==> src/rtl/bus_request_arbiter.sv <==
// Round-robin arbiter sharing one req/aack/wack/rack target bus among NREQ requesters.
// Define BUS_ARB_TIMEOUT_EN to enable the per-phase timeout (TIMEOUT_CYCLES); otherwise the FSM waits indefinitely.
module bus_request_arbiter #(
    parameter int NREQ           = 4,
    parameter int AWIDTH         = 8,
    parameter int DWIDTH         = 8,
    parameter int TIMEOUT_CYCLES = 64
) (
    input  logic                   i_clk,
    input  logic                   i_arst,
    input  logic [NREQ-1:0]        i_req,
    input  logic [NREQ-1:0]        i_readWrite_n,
    input  logic [NREQ*AWIDTH-1:0] i_addr,
    input  logic [NREQ*DWIDTH-1:0] i_wdata,
    output logic [NREQ-1:0]        o_addressAck,
    output logic [NREQ-1:0]        o_writeAck,
    output logic [NREQ-1:0]        o_readAck,
    output logic [NREQ-1:0]        o_grant,
    output logic                   o_req,
    output logic                   o_readWrite_n,
    output logic [AWIDTH-1:0]      o_addr,
    output logic [DWIDTH-1:0]      o_wdata,
    input  logic                   i_addressAck,
    input  logic                   i_writeAck,
    input  logic                   i_readAck,
    output logic                   o_timeout
);
    localparam int IW = (NREQ > 1) ? $clog2(NREQ) : 1;

    if (NREQ < 2 || NREQ > 16 || TIMEOUT_CYCLES < 2) begin : g_bad_params
        $error("bus_request_arbiter: NREQ must be 2..16 and TIMEOUT_CYCLES >= 2");
    end

    typedef enum logic [1:0] {ST_IDLE, ST_ADDR, ST_DATA} state_t;

    state_t          state;
    logic [NREQ-1:0] grant;
    logic [IW-1:0]   grant_idx;
    logic [IW-1:0]   rr_ptr;
    logic            rnw_latched;

    logic [IW-1:0]   next_idx;
    logic [IW-1:0]   after_idx;
    logic            any_req;
    logic            addr_phase;
    logic            data_phase;
    logic            data_match;
    logic            fwd_data;
    logic            phase_done;
    logic            to_data;
    logic            timeout_hit;

    // First requesting index at or after the round-robin pointer, wrapping at NREQ.
    always_comb begin
        any_req  = 1'b0;
        next_idx = rr_ptr;
        for (int k = 0; k < NREQ; k++) begin
            if (!any_req && i_req[(int'(rr_ptr) + k) % NREQ]) begin
                any_req  = 1'b1;
                next_idx = IW'((int'(rr_ptr) + k) % NREQ);
            end
        end
    end

    assign after_idx  = (grant_idx == IW'(NREQ - 1)) ? '0 : grant_idx + 1'b1;
    assign addr_phase = (state == ST_ADDR);
    assign data_phase = (state == ST_DATA);
    assign data_match = rnw_latched ? i_readAck : i_writeAck;

    // A data ack arriving together with the address ack completes the transaction in one step.
    assign fwd_data   = (addr_phase && i_addressAck && data_match) || (data_phase && data_match);
    assign phase_done = fwd_data || timeout_hit;
    assign to_data    = addr_phase && i_addressAck && !data_match;

    assign o_grant       = grant;
    assign o_req         = addr_phase;
    assign o_readWrite_n = addr_phase & rnw_latched;
    assign o_addr        = addr_phase ? i_addr[grant_idx*AWIDTH +: AWIDTH] : '0;
    assign o_wdata       = addr_phase ? i_wdata[grant_idx*DWIDTH +: DWIDTH] : '0;
    assign o_addressAck  = (addr_phase && i_addressAck) ? grant : '0;
    assign o_readAck     = (fwd_data && rnw_latched) ? grant : '0;
    assign o_writeAck    = (fwd_data && !rnw_latched) ? grant : '0;
    assign o_timeout     = timeout_hit;

`ifdef BUS_ARB_TIMEOUT_EN
    localparam int CW = $clog2(TIMEOUT_CYCLES);

    logic [CW-1:0] phase_cnt;
    logic          qual_ack;

    assign qual_ack    = addr_phase ? i_addressAck : data_match;
    assign timeout_hit = (addr_phase || data_phase) && !qual_ack
                         && (phase_cnt == CW'(TIMEOUT_CYCLES - 1));

    // Held at zero while idle so it starts from zero on entry to ADDR; restarted on entry to DATA.
    always_ff @(posedge i_clk or posedge i_arst) begin
        if (i_arst) begin
            phase_cnt <= '0;
        end else if (state == ST_IDLE || to_data || phase_done) begin
            phase_cnt <= '0;
        end else begin
            phase_cnt <= phase_cnt + 1'b1;
        end
    end
`else
    assign timeout_hit = 1'b0;
`endif

    always_ff @(posedge i_clk or posedge i_arst) begin
        if (i_arst) begin
            state       <= ST_IDLE;
            grant       <= '0;
            grant_idx   <= '0;
            rr_ptr      <= '0;
            rnw_latched <= 1'b0;
        end else begin
            case (state)
                ST_IDLE: begin
                    if (any_req) begin
                        state       <= ST_ADDR;
                        grant       <= NREQ'(1) << next_idx;
                        grant_idx   <= next_idx;
                        rnw_latched <= i_readWrite_n[next_idx];
                    end
                end
                ST_ADDR, ST_DATA: begin
                    if (phase_done) begin
                        state  <= ST_IDLE;
                        grant  <= '0;
                        rr_ptr <= after_idx;
                    end else if (to_data) begin
                        state <= ST_DATA;
                    end
                end
                default: begin
                    state <= ST_IDLE;
                    grant <= '0;
                end
            endcase
        end
    end

endmodule

==> config.mk <==
export PLATFORM = sky130hd
export DESIGN_NAME = bus_request_arbiter
export DESIGN_NICKNAME = d
export VERILOG_FILES = /design/src/rtl/bus_request_arbiter.sv
export SDC_FILE = /design/constraint.sdc
export NUM_CORES = 1
export LEC_CHECK = 0
export ABC_AREA = 0
export CAP_MARGIN = 10
export CORE_ASPECT_RATIO = 0.7
export CORE_UTILIZATION = 32
export DETAILED_ROUTE_END_ITERATION = 16
export GPL_ROUTABILITY_DRIVEN = 0
export PLACE_DENSITY = 0.79
export SYNTH_ARGS = -nofsm -noshare
export SYNTH_HDL_FRONTEND = slang
export SYNTH_SLANG_ARGS = --single-unit
export TNS_END_PERCENT = 1
==> constraint.sdc <==
create_clock -name i_clk -period 2.13 [get_ports i_clk]
set_input_delay 0.426 -clock i_clk [delete_from_list [all_inputs] [get_ports i_clk]]
set_output_delay 0.426 -clock i_clk [all_outputs]
set_load 0.005 [all_outputs]
After elaboration in Yosys (flattened, before gate mapping)
Index checks and enable logic that the tools add are counted.
{"block": "op_classes", "add_sub_neg": 4, "n_lt_le_gt_ge": 5, "eq_ne": 6, "n_shift": 3, "mux": 34, "bitwise_logic": 4, "n_reduce_logical": 24}
{"cell": "variable part select 32 x 6 -> 8 bit", "count": 2}
{"cell": "2-to-1 mux 4 bit", "count": 5}
{"cell": "2-to-1 mux 8 bit", "count": 2}
{"cell": "2-to-1 mux 2 bit", "count": 7}
{"cell": "2-to-1 mux 1 bit", "count": 13}
{"cell": "< comparator 3 x 4 -> 1 bit, second input constant", "count": 3}
{"cell": "binary-select mux 1 bit (select 2 bit)", "count": 5}
{"cell": "logical AND 1 bit", "count": 9}
{"cell": "one-hot mux 4 bit (2 select lines)", "count": 1}
{"cell": "AND reduction 2 bit", "count": 4}
{"cell": "OR reduction 2 bit", "count": 4}
{"cell": "< comparator 2 x 3 -> 1 bit, second input constant", "count": 2}
{"cell": "zero test 1 bit", "count": 5}
{"cell": "adder 2 x 1 -> 2 bit, second input constant", "count": 2}
{"cell": "adder 2 bit, second input constant", "count": 2}
{"cell": "== test 2 bit, second input constant", "count": 2}
{"cell": "!= test 2 bit, second input constant", "count": 2}
{"cell": "one-hot mux 2 bit (2 select lines)", "count": 1}
{"cell": "<< shifter 1 x 2 -> 4 bit, first input constant", "count": 1}
{"cell": "bitwise AND 1 bit, first input constant", "count": 3}
{"cell": "!= test 3 bit, second input constant", "count": 1}
{"cell": "== test 2 x 1 -> 1 bit, second input constant", "count": 1}
{"cell": "zero test 2 bit", "count": 1}
{"cell": "bitwise AND 1 bit", "count": 1}
{"cell": "logical OR 1 bit", "count": 1}
{"block": "word_totals", "reg_bits": 11, "out_inout_bits": 35, "wordCells": 85}

Logic depth before layout (Yosys ltp)
{"block": "depth", "word_depth": 17, "ltp_mapped": 7, "depth_no_buf": 7}

Least setup slack after synthesis
Ideal clock, no wire load.
{"block": "synth_path", "path_kind": "register to output", "from": "register grant_idx[0]", "to": "output o_addr[6]", "arrival_ns": 1.568, "required_ns": 1.704, "slack_ns": 0.136, "stages_incl_launch_ff": 5, "n_path_buf": 2, "path_cell_list": "dfrtp_1 > buf_2 > buf_2 > mux4_2 > and2_1"}
{"block": "synth_via", "elab_chain_len": 2}
{"item": "start, declared", "line": "38", "source": "logic [IW-1:0] grant_idx;"}
{"item": "start signal, assigned", "line": "122", "source": "grant_idx <= next_idx;"}
{"item": "variable part select 32 x 6 -> 8 bit", "line": "78", "source": "assign o_addr = addr_phase ? i_addr[grant_idx*AWIDTH +: AWIDTH] : '0;"}
{"item": "2-to-1 mux 8 bit", "line": "78"}
{"item": "end, declared", "line": "21", "source": "output logic [AWIDTH-1:0] o_addr,"}
Every way passes these cells.

Worst setup path in the final report
{"block": "layout_path", "from": "register state[1]", "to": "output o_readAck[2]"}
{"block": "layout_via", "elab_chain_len": 6, "word_cells_on_any_way": 8, "classes_between": "eq/ne (2); mux (1); reduce/logical (5)"}
{"item": "start, declared", "line": "36", "source": "state_t state;"}
{"item": "start signal, assigned", "line": "111", "source": "state <= ST_IDLE;"}
{"item": "start signal, assigned", "line": "120", "source": "state <= ST_ADDR;"}
{"item": "start signal, assigned", "line": "128", "source": "state <= ST_IDLE;"}
{"item": "== test 2 x 1 -> 1 bit", "line": "66", "source": "assign addr_phase = (state == ST_ADDR);"}
{"item": "logical AND 1 bit (2 in series)", "line": "71", "source": "assign fwd_data = (addr_phase && i_addressAck && data_match) || (data_phase && data_match);"}
{"item": "logical OR 1 bit (*)", "line": "71"}
{"item": "logical AND 1 bit (*)", "line": "81", "source": "assign o_readAck = (fwd_data && rnw_latched) ? grant : '0;"}
{"item": "2-to-1 mux 4 bit (*)", "line": "81"}
{"item": "end, declared", "line": "17", "source": "output logic [NREQ-1:0] o_readAck,"}
Every way passes the cells marked *; elsewhere a longest branch is shown, timed or not.

==> insert_results.sql <==
INSERT INTO impl_metrics (metric_group, metric, value, unit) VALUES
('grt', 'grt_overflow', '0', ''),
('worst_setup_path', 'path_delay_family', 'buffers and inverters', ''),
('synthesis', 'yosys.area_share.adder', '0.0386', ''),
('sta', 'finalHoldViolCount', '0', ''),
('synthesis', 'ys.warnings.count', '0', ''),
('synthesis', 'synth-seq-cells', '11', ''),
('route', 'tritonroute_pass_1_iters', '4', ''),
('worst_setup_path', 'reg2reg_depth', '9', ''),
('floorplanning', 'design.die.area', '4310', 'µm²'),
('clock_network', 'tritoncts_clock_tree', 'built', ''),
('floorplanning', 'fp.coreArea', '3690', 'µm²'),
('worst_setup_path', 'reg2reg_slack', '350', 'ps'),
('worst_setup_path', 'crit_required', '1700', 'ps'),
('clock_network', 'tritoncts_num_sinks', '11', ''),
('finish', 'synthToLayoutAreaGrowth', '108', '%'),
('finish', 'diodes', '0', ''),
('synthesis', 'sequential_element_share_of_the_synthesized_area', '0.213', ''),
('route', 'wirelength', '4500', 'µm'),
('route', 'drt_first_iter_violations', '20', ''),
('synthesis', 'synth_top_area_cell', 'sky130_fd_sc_hd__mux4_2', ''),
('worst_setup_path', 'worst_path_largest_cell_delay', '440', 'ps'),
('route', 'ant_nets', '0', ''),
('sta', 'worst_hold_margin', '494', 'ps'),
('worst_setup_path', 'worstPathCellList', 'buf_4 -> ha_1 -> a21oi_2 -> nor2_1 -> and2_1 -> clkdlybuf4s50_1', ''),
('route', 'detailed_route_via_count', '1549', ''),
('placement', 'hpwlAfterDp', '3510', 'µm'),
('floorplanning', 'die_height', '55.2', 'µm'),
('sta', 'worst_clock_skew', '1.47', 'ps'),
('finish', 'filler_cell_count', '298', ''),
('sta', 'maxClockFrequency', '443', 'MHz'),
('worst_setup_path', 'worst_setup_path_start_kind', 'flip-flop', ''),
('floorplanning', 'initial_core_util', '0.351', ''),
('synthesis', 'synth_fp_nets', '209', ''),
('synthesis', 'number_of_enable_flip_flop_cells_after_synthesis', '0', ''),
('grt', 'grt_max_degree', '24', ''),
('finish', 'final_net_count', '347', ''),
('worst_setup_path', 'reg2reg_from', 'state[1]', ''),
('worst_setup_path', 'critical_path_peak_fanout', '4', ''),
('sta', 'layout_worst_path_cycle_share', '1.06', ''),
('run_status', 'run_status', 'finished with violations', ''),
('synthesis', 'synth-compound-area-share', '0.112', ''),
('clock_network', 'clk_pin_slew_worst_paths', '50', 'ps'),
('run_status', 'violations_in_the_final_reports', 'negative setup slack', ''),
('synthesis', 'synthesis.area', '1290', 'µm²'),
('sta', 'number_of_endpoints_failing_setup_at_the_final_stage', '12', ''),
('clock_network', 'ctsHoldBuffers', '0', ''),
('clock_network', 'worstSkewPairLatency', '240', 'ps'),
('finish', 'multiInputGateArea', '972', 'µm²'),
('synthesis', 'synth_top_cells_by_count', '25 x sky130_fd_sc_hd__and2_1, 16 x sky130_fd_sc_hd__mux4_2, 12 x sky130_fd_sc_hd__nand2_1', ''),
('clock_network', 'maximum_buffer_depth_of_the_clock_tree', '2', ''),
('grt', 'grt_antenna_before_repair', '0', ''),
('sta', 'timing.final.crit_period', '2260', 'ps'),
('route', 'drc_violations', '0', ''),
('finish', 'layout.area.seq', '275', 'µm²'),
('finish', 'layout-drive-gt1-share', '0.298', ''),
('sta', 'layout_setup_ws', '-129', 'ps'),
('synthesis', 'synth_xor_area_frac', '0', ''),
('placement', 'port_buffers', '110', ''),
('synthesis', 'synth_top_cells_by_area', 'sky130_fd_sc_hd__mux4_2 28%, sky130_fd_sc_hd__dfrtp_1 21%, sky130_fd_sc_hd__and2_1 12%, sky130_fd_sc_hd__ha_1 3.9%, sky130_fd_sc_hd__nand2_1 3.5%', ''),
('synthesis', 'yosys-mux-area-fraction', '0.311', ''),
('worst_setup_path', 'timing.setup.critical_path_class', 'reg -> out', ''),
('grt', 'grtUsageTotal', '0.217', ''),
('synthesis', 'yosys.cell_count.top_type', 'sky130_fd_sc_hd__and2_1', ''),
('synthesis', 'synth_cell_types', '37', ''),
('route', 'routed_wire_length_per_instance', '14.3', 'µm'),
('synthesis', 'synthArstFlopShare', '1.00', ''),
('synthesis', 'postSynth.topFlopCell', 'sky130_fd_sc_hd__dfrtp_1', ''),
('synthesis', 'postSynthAreaPerCell', '10.1', 'µm²'),
('power', 'ir_drop', '457', 'µV'),
('finish', 'finalCoreUtilization', '0.729', ''),
('synthesis', 'synth_top_family_by_area', 'multiplexers', '');
worst reg2reg max path, stage by stage, from the launching register on:
cell and delay, ps:
sky130_fd_sc_hd__dfrtp_1 380, sky130_fd_sc_hd__inv_2 60, sky130_fd_sc_hd__ha_2 170, sky130_fd_sc_hd__a21oi_2 70
sky130_fd_sc_hd__buf_4 130, sky130_fd_sc_hd__buf_4 120, sky130_fd_sc_hd__o21ai_0 220, sky130_fd_sc_hd__nand2_1 100
sky130_fd_sc_hd__nand2_1 80, sky130_fd_sc_hd__mux2_2 320
worst max-delay path by stage:
| stage | start | to | slack [ps] | depth (start not counted) |
|---|---|---|---|---|
| floorplan | grant_idx[0] | o_addr[6] | 140 | 4 |
| global placement | i_addressAck | o_writeAck[0] | -240 | 5 |
| detailed placement | i_addressAck | o_writeAck[1] | -360 | 5 |
| CTS | state[1] | o_writeAck[2] | -140 | 6 |
| global route | state[1] | o_writeAck[0] | -230 | 6 |
| finish | state[1] | o_readAck[2] | -130 | 6 |
cell families after synthesis:
group           Yosys count
compound gates           17
fa+ha+maj                 4
buf+inv                  13
flops                    11
mux                      20
other cells               1
simple gates             62
sequential cells by signal, summed over array words and instances (netlist names):
signal,cells
grant_idx,2
o_grant,4
rnw_latched,1
rr_ptr,2
state,2
where the power goes:
| part | leakage, nW | internal [W] | switching, W |
|---|---|---|---|
| clock network | 0.0228 | 0.000132 | 0.0000814 |
| logic | 1.01 | 0.00129 | 0.000821 |
| registers | 0.141 | 0.000305 | 0.000111 |
| total | 1.17 | 0.00173 | 0.00101 |
per-stage QoR:
| step | setup TNS, ps | cells | power, W | worst slack, ps | cell area (µm²) |
|---|---|---|---|---|---|
| 2_1_floorplan | 0 | 128 | 0.00144 | 136 | 1290 |
| 3_3_place_gp | -4320 | 300 | 0.00238 | -242 | 2580 |
| 3_5_place_dp | -5130 | 300 | 0.00240 | -362 | 2580 |
| 4_1_cts | -1330 | 313 | 0.00272 | -142 | 2720 |
| 5_1_grt | -2290 | 315 | 0.00296 | -227 | 2690 |
| 6_report | -1020 | 315 | 0.00274 | -129 | 2690 |
layout by cell type (no fill, tap or decap), drive strengths merged, types with 2 or more instances in the layout:
cell / instances
nor2b: 4
clkbuf: 16
mux2i: 2
mux4: 16
or2b: 2
o21ai: 7
a21oi: 2
mux2: 2
and3: 4
dlygate4sd2: 3
inv: 5
nand2: 12
and2: 25
buf: 34
dfrtp: 11
nor2: 4
clkdlybuf4s50: 90
or3: 2
ha: 4
layer usage:
| layer | track usage | vias to the layer above | wire length, µm |
|---|---|---|---|
| met5 | 0 | - | 0 |
| met4 | 0.0317 | 0 | 53 |
| met2 | 0.417 | 76 | 2270 |
| met1 | 0.257 | 719 | 1850 |
| met3 | 0.0364 | 6 | 328 |
| li1 | - | 748 | - |
timing repair:
item | in CTS | in global routing
cloned | 1 | 0
endpoints found under the setup margin | 29 | 28
resized for setup | 52 | 18
pin swaps | 14 | 3
buffers inserted | 8 | 2
layout make-up:
cell class / instances / share of cell area
sequential: 11 / 0.102
inverter: 5 / 0.00697
clock buffer: 4 / 0.0167
timing repair buffer: 141 / 0.490
multi-input combinational: 104 / 0.361
tap: 50 / 0.0232
No activity file was read; power rests on OpenSTA's default activity.
